==> config.mk <==
export PLATFORM = sky130hd
export DESIGN_NAME = mem_port_arbiter
export DESIGN_NICKNAME = d
export VERILOG_FILES = /design/src/rtl/rv32i_pkg.sv /design/src/rtl/mem_arb_starve_counter.sv /design/src/rtl/mem_port_arbiter.sv
export SDC_FILE = /design/constraint.sdc
export NUM_CORES = 1
export LEC_CHECK = 0
export BUFFER_PORTS_ARGS = -buffer_cell sky130_fd_sc_hd__buf_4
export CAP_MARGIN = 20
export CORE_AREA = 2 2 106 108
export DETAILED_ROUTE_END_ITERATION = 6
export DIE_AREA = 0 0 108 110
export PLACE_DENSITY = 0.57
export SETUP_SLACK_MARGIN = 0.4
export SLEW_MARGIN = 10
export SYNTH_ARGS = -nofsm -noshare
export SYNTH_HDL_FRONTEND = slang
export SYNTH_SLANG_ARGS = --single-unit
export TNS_END_PERCENT = 50
==> constraint.sdc <==
create_clock -name clk -period 1.6 [get_ports clk]
set_clock_uncertainty 0.1 [all_clocks]
set_input_delay 0.08 -clock clk [delete_from_list [all_inputs] [get_ports clk]]
set_output_delay 0.08 -clock clk [all_outputs]
set_load 0.02 [all_outputs]
==> src/rtl/rv32i_pkg.sv <==
// Shared RV32I definitions.
// XLEN, fetch access size and the memory-port owner encoding.
package rv32i_pkg;

  localparam int XLEN = 32;

  localparam logic [2:0] ARB_FETCH_FUNCT3 = 3'b010;

  typedef enum logic [1:0] {
    OWN_NONE = 2'd0,
    OWN_I    = 2'd1,
    OWN_D    = 2'd2
  } arb_owner_e;

endpackage

==> src/rtl/mem_arb_starve_counter.sv <==
// Counts consecutive data grants made while a fetch waits; flags guard_hit.
// Ports: clk, areset_n (sync, low), i_req_valid, d_grant, i_grant -> guard_hit.
module mem_arb_starve_counter #(
  parameter int STARVE_LIMIT = 4
) (
  input  logic clk,
  input  logic areset_n,
  input  logic i_req_valid,
  input  logic d_grant,
  input  logic i_grant,
  output logic guard_hit
);

  localparam int CW = $clog2(STARVE_LIMIT + 1);
  localparam logic [CW-1:0] LIMIT = CW'(STARVE_LIMIT);

  logic [CW-1:0] streak_cnt_d;
  logic [CW-1:0] streak_cnt_q;

  always_comb begin
    streak_cnt_d = streak_cnt_q;
    if (!i_req_valid || i_grant) begin
      streak_cnt_d = '0;
    end else if (d_grant && streak_cnt_q != LIMIT) begin
      streak_cnt_d = streak_cnt_q + 1'b1;
    end
  end

  always_ff @(posedge clk) begin
    if (!areset_n) begin
      streak_cnt_q <= '0;
    end else begin
      streak_cnt_q <= streak_cnt_d;
    end
  end

  assign guard_hit = (streak_cnt_q == LIMIT) & i_req_valid;

endmodule

==> src/rtl/mem_port_arbiter.sv <==
// Shares one sync-read memory between fetch (i_*) and load/store (d_*).
// Data has priority; MEM_ARB_STARVE_GUARD_EN adds a fetch anti-starvation guard.
// Ports: i_req/i_rsp, d_req/d_rsp channels, mem_* port, clk, areset_n (sync, low).
module mem_port_arbiter
  import rv32i_pkg::*;
#(
  parameter int STARVE_LIMIT = 4
) (
  input  logic            clk,
  input  logic            areset_n,
  input  logic            i_req_valid,
  output logic            i_req_ready,
  input  logic [XLEN-1:0] i_req_addr,
  output logic            i_rsp_valid,
  output logic [XLEN-1:0] i_rsp_data,
  input  logic            d_req_valid,
  output logic            d_req_ready,
  input  logic            d_req_we,
  input  logic [XLEN-1:0] d_req_addr,
  input  logic [XLEN-1:0] d_req_wdata,
  input  logic [2:0]      d_req_funct3,
  output logic            d_rsp_valid,
  output logic [XLEN-1:0] d_rsp_data,
  output logic            mem_en,
  output logic            mem_we,
  output logic [XLEN-1:0] mem_addr,
  output logic [XLEN-1:0] mem_wdata,
  output logic [2:0]      mem_funct3,
  input  logic [XLEN-1:0] mem_rdata
);

  if (STARVE_LIMIT < 1 || STARVE_LIMIT > 15) begin : g_bad_limit
    $error("STARVE_LIMIT must be within 1..15");
  end

  logic guard_hit;
  logic d_grant;
  logic i_grant;

`ifdef MEM_ARB_STARVE_GUARD_EN
  mem_arb_starve_counter #(
    .STARVE_LIMIT(STARVE_LIMIT)
  ) u_starve (
    .clk        (clk),
    .areset_n   (areset_n),
    .i_req_valid(i_req_valid),
    .d_grant    (d_grant),
    .i_grant    (i_grant),
    .guard_hit  (guard_hit)
  );
`else
  assign guard_hit = 1'b0;
`endif

  // Reset masks both grants so nothing reaches memory while held.
  assign d_grant = areset_n & d_req_valid & ~guard_hit;
  assign i_grant = areset_n & i_req_valid
                 & (~d_req_valid | guard_hit);

  assign d_req_ready = d_grant;
  assign i_req_ready = i_grant;

  always_comb begin
    mem_en     = 1'b0;
    mem_we     = 1'b0;
    mem_addr   = '0;
    mem_wdata  = '0;
    mem_funct3 = 3'b000;
    unique case (1'b1)
      d_grant: begin
        mem_en     = 1'b1;
        mem_we     = d_req_we;
        mem_addr   = d_req_addr;
        mem_wdata  = d_req_wdata;
        mem_funct3 = d_req_funct3;
      end
      i_grant: begin
        mem_en     = 1'b1;
        mem_addr   = i_req_addr;
        mem_funct3 = ARB_FETCH_FUNCT3;
      end
      default: ;
    endcase
  end

  arb_owner_e rsp_owner_d;
  arb_owner_e rsp_owner_q;
  logic       rsp_we_d;
  logic       rsp_we_q;

  always_comb begin
    rsp_owner_d = OWN_NONE;
    rsp_we_d    = 1'b0;
    if (d_grant) begin
      rsp_owner_d = OWN_D;
      rsp_we_d    = d_req_we;
    end else if (i_grant) begin
      rsp_owner_d = OWN_I;
    end
  end

  always_ff @(posedge clk) begin
    if (!areset_n) begin
      rsp_owner_q <= OWN_NONE;
      rsp_we_q    <= 1'b0;
    end else begin
      rsp_owner_q <= rsp_owner_d;
      rsp_we_q    <= rsp_we_d;
    end
  end

  assign i_rsp_valid = (rsp_owner_q == OWN_I);
  assign d_rsp_valid = (rsp_owner_q == OWN_D);
  assign i_rsp_data  = i_rsp_valid ? mem_rdata : '0;
  // Stores complete with zero data.
  assign d_rsp_data  = (d_rsp_valid && !rsp_we_q) ? mem_rdata : '0;

endmodule

# == After elaboration in Yosys (flattened, before gate mapping) ==
# Index checks and enable logic that the tools add are counted.
# word_totals
register_bits,3
latch_bits,0
ramBits,0
rom_bits,0
in_bits,136
out_inout_bits,137
elab_cells,23
n_memories,0
# op_classes
add_sub_neg,0
n_mul,0
div,0
order_cmp,0
n_eq_ne,2
shifts,0
n_mux,9
bitwise_logic,5
reduce_logical,4
# op_table
op,n
$mux 32,3
$pmux 32 s2,1
$pmux 3 s2,1
$reduce_or 2->1,2
$and 1x1->1,3
$mux 1,3
$eq 2x1->1 const B,1
$eq 2x2->1 const B,1
$mux 2,1
$not 1->1,2
$logic_and 1x1->1,1
$logic_not 1->1,1

# == Depth between registers and ports, before layout ==
# logic_depth
depth_word,4
ltp_mapped,4
mapped_depth_nobuf,2

# == Worst setup path after synthesis ==
# Ideal clock, no wire load.
# synth_path
path_type,reg2out
from,register rsp_owner_q[0]
to,output d_rsp_data[10]
arrival_time_ps,1023
t_required_ps,1420
path_slack_ps,397
path_stages_with_launch,4
path_buffers,1
cell_sequence,dfxtp_1 nor3b_2 clkbuf_1 and2_1
# synth_between
elab_chain_len,3
# synth_lines
item,line,text
"start, declared",mem_port_arbiter.sv:87,arb_owner_e rsp_owner_q;
"start signal, assigned",mem_port_arbiter.sv:107,rsp_owner_q <= rsp_owner_d;
$eq 2x2->1,mem_port_arbiter.sv:113,assign d_rsp_valid = (rsp_owner_q == OWN_D);
$logic_and 1x1->1,mem_port_arbiter.sv:116,assign d_rsp_data = (d_rsp_valid && !rsp_we_q) ? mem_rdata : '0;
$mux 32,mem_port_arbiter.sv:116,
"end, declared",mem_port_arbiter.sv:23,"output logic [XLEN-1:0] d_rsp_data,"
# Every way passes these cells.

# == Final worst setup path ==
# layout_path
from,register rsp_owner_q[0]
to,output d_rsp_data[6]
# Same word-level chain as after synthesis.

==> results.toml <==
[power_and_ir_drop]
ir_worst_vdd_v = 0.000188
p_total_mw = 1.28
pwr_density_cell_nw_per_um2 = 342
power_leakage_nw = 2.09

[timing]
slew_headroom = 0.751
fmax_ghz = 0.677
min_period_ns = 1.48
fin_crit_sh = 0.923
tightest_slew_ns = 0.373
hold_viol = 0
drv_slew = 0
rsz0062_at_grt = "true"
setup_viol = 0
fin_tns_setup_ns = 0

[global_route]
met1_usage = 0.126
grt_start_max_net_pins = 40
grt_usage = 0.123
grt.met2_usage = 0.259
overflow = 0
grt_busiest_layer = "met2"
grt_pass1_vias = 2325
grt_pass1_wl_um = 11600
antenna_found_initial = 0
grt_use_met3 = 0.0218

[worst_hold_path]
hold_end = "rsp_we_q$_SDFF_PN0_"
hp-class = "primary input to register"
holdPathStages = 2
hp-start = "d_req_we"

[worst_setup_path]
endpoint_kind = "output port"
critical_path_arrival_ns = 1.30
worst_path_max_delay_cell = "dfxtp_2"
path_cells = "nor3b_4 > buf_6 > buf_8 > and2_4 > buf_6"
worst-path-max-fanout = 8
path_class = "register to output port"
crit_top_cell = "buf_6"
critical-path-max-stage-delay_ns = 0.33
start_kind = "register"
startpoint = "rsp_owner_q[0]$_SDFF_PP0_"
worst_ep_required_time_ns = 1.42

[clock_network]
cts_num_sinks = 3
ctsRootBufferMaster = "clkbuf_8"
htree_levels = 1
clk_pin_slew_ns = 0.03
cts_tree = "yes"
postCtsHoldBufs = 0
cts_buffers = 3
cts_buffer_depth = 2

[detailed_routing]
drt_iter0_drc = 132
drt-total-wl_um = 8630
vias = 2391
firstDrtPassIters = 7
wl_per_cell_um = 15.0
ant_nets = 0
drcViolationCount = 0
viasPerCell = 4.16

[die]
start_util = 0.119
die_w_um = 108
coreArea_um2 = 10700
fp.dieH_um = 110
rows = 38
die-area_um2 = 11900
io_pins = 273

[yosys]
synth.avg_cell_area_um2 = 7.38
synth.net_count = 308
synth_cells = 172
ys_seq_area_frac = 0.0473
syn_area_um2 = 1270
synth_warnings = 0
ys_ff_latch = 3
ys_types = 18

[placement]
portBuffers = 272
hpwl_um = 6620
gp_congestion = 0.683

[run]
drv_cap = 0

[layout]
areaGrowthSynthToFinish_pct = 194
insertedDiodeCount = 0
finalCoreUtilization = 0.348
final_layout_size_suffix_gt1_frac = 0.747
nets = 572

[outcome]
status = "finished clean"
[stage by stage]
| step | hold slack [ns] | cells | cell area, µm² | worst slack (ns) |
|---|---|---|---|---|
| after detailed placement | 0.250 | 565 | 3400 | 0.290 |
| final | 0.0258 | 575 | 3730 | 0.124 |
| after global routing | 0.0421 | 575 | 3730 | 0.0423 |
| after CTS | 0.0262 | 574 | 3680 | 0.141 |
| after floorplan | 0.139 | 172 | 1290 | 0.397 |
| after global placement | 0.245 | 565 | 3400 | 0.356 |
[timing repair]
item,4_1_cts,5_1_grt
gates resized for setup,66,10
pin swaps,19,1
cloned,3,1
setup buffers,2,0
endpoints found under the setup margin,65,83
[worst max-delay path: cells and delay by family (launching register included)]
kind,cells,cell delay (ns)
buf+inv,3,0.39
simple gates,2,0.36
flops,1,0.33
[final cells by class]
cell class,count,area (µm²)
inverters,1,3.75
flip-flops and latches,3,63.8
well taps,140,175
clock buffers,4,45.0
repair buffers,284,2330
fillers,1126,6970
multi-input cells,143,1110
[how the worst max path moves through the flow]
stage	end	depth (start not counted)
floorplan	d_rsp_data[2]	3
global placement	d_rsp_data[23]	4
detailed placement	d_rsp_data[16]	4
CTS	d_rsp_data[2]	5
finish	d_rsp_data[6]	5
global route	d_rsp_data[7]	5
[flip-flops by register name (all words and copies together) (netlist names)]
| signal | flops |
|---|---|
| rsp_we_q | 1 |
| rsp_owner_q | 2 |
[metal layers]
layer,part of all wire,up-vias,wire length [µm]
met5,0,-,0
met4,0.0039,0,34
met3,0.10,2,884
met2,0.55,170,4750
met1,0.34,1064,2970
li1,-,1155,-
[cell usage in the layout (no fill, tap or decap), drive strengths merged]
cell type and instances:
nor2b 2, a32o 32, clkbuf 5, and2b 1, inv 1, dfxtp 3, nor3b 1, o21a 1
and3 36, and2 69, mux2i 1, buf 283
[Yosys cell counts]
cell type  count  area [µm²]
a32o_1        29         290
o21a_1         1        7.51
clkbuf_1      14        52.6
dfxtp_1        3        60.1
a32o_2         3        33.8
and3_1        36         225
mux2i_1        1        10.0
clkbuf_2       1        5.00
buf_4          1        7.51
and2b_1        1        7.51
nor3b_2        1        12.5
nor2b_1        2        12.5
inv_2          1        3.75
buf_8          3        45.0
and2_4         1        8.76
buf_6          5        56.3
and2_1        68         425
buf_2          1        5.00
[kinds of logic after synthesis]
logic type,synth area share
DFF,0.0473
buffers and inverters,0.138
and+or+nand+nor,0.545
muxes,0.00789
AOI/OAI and AO/OA,0.261
[power by group]
| part | leakage (nW) | total, mW | switching [mW] | internal [mW] |
|---|---|---|---|---|
| Clock | 0.0228 | 0.218 | 0.0485 | 0.170 |
| Combinational | 2.04 | 0.975 | 0.436 | 0.540 |
| Sequential | 0.0258 | 0.0822 | 0.00269 | 0.0795 |
| Total | 2.09 | 1.28 | 0.487 | 0.789 |
(Power assumes the default switching activity.)
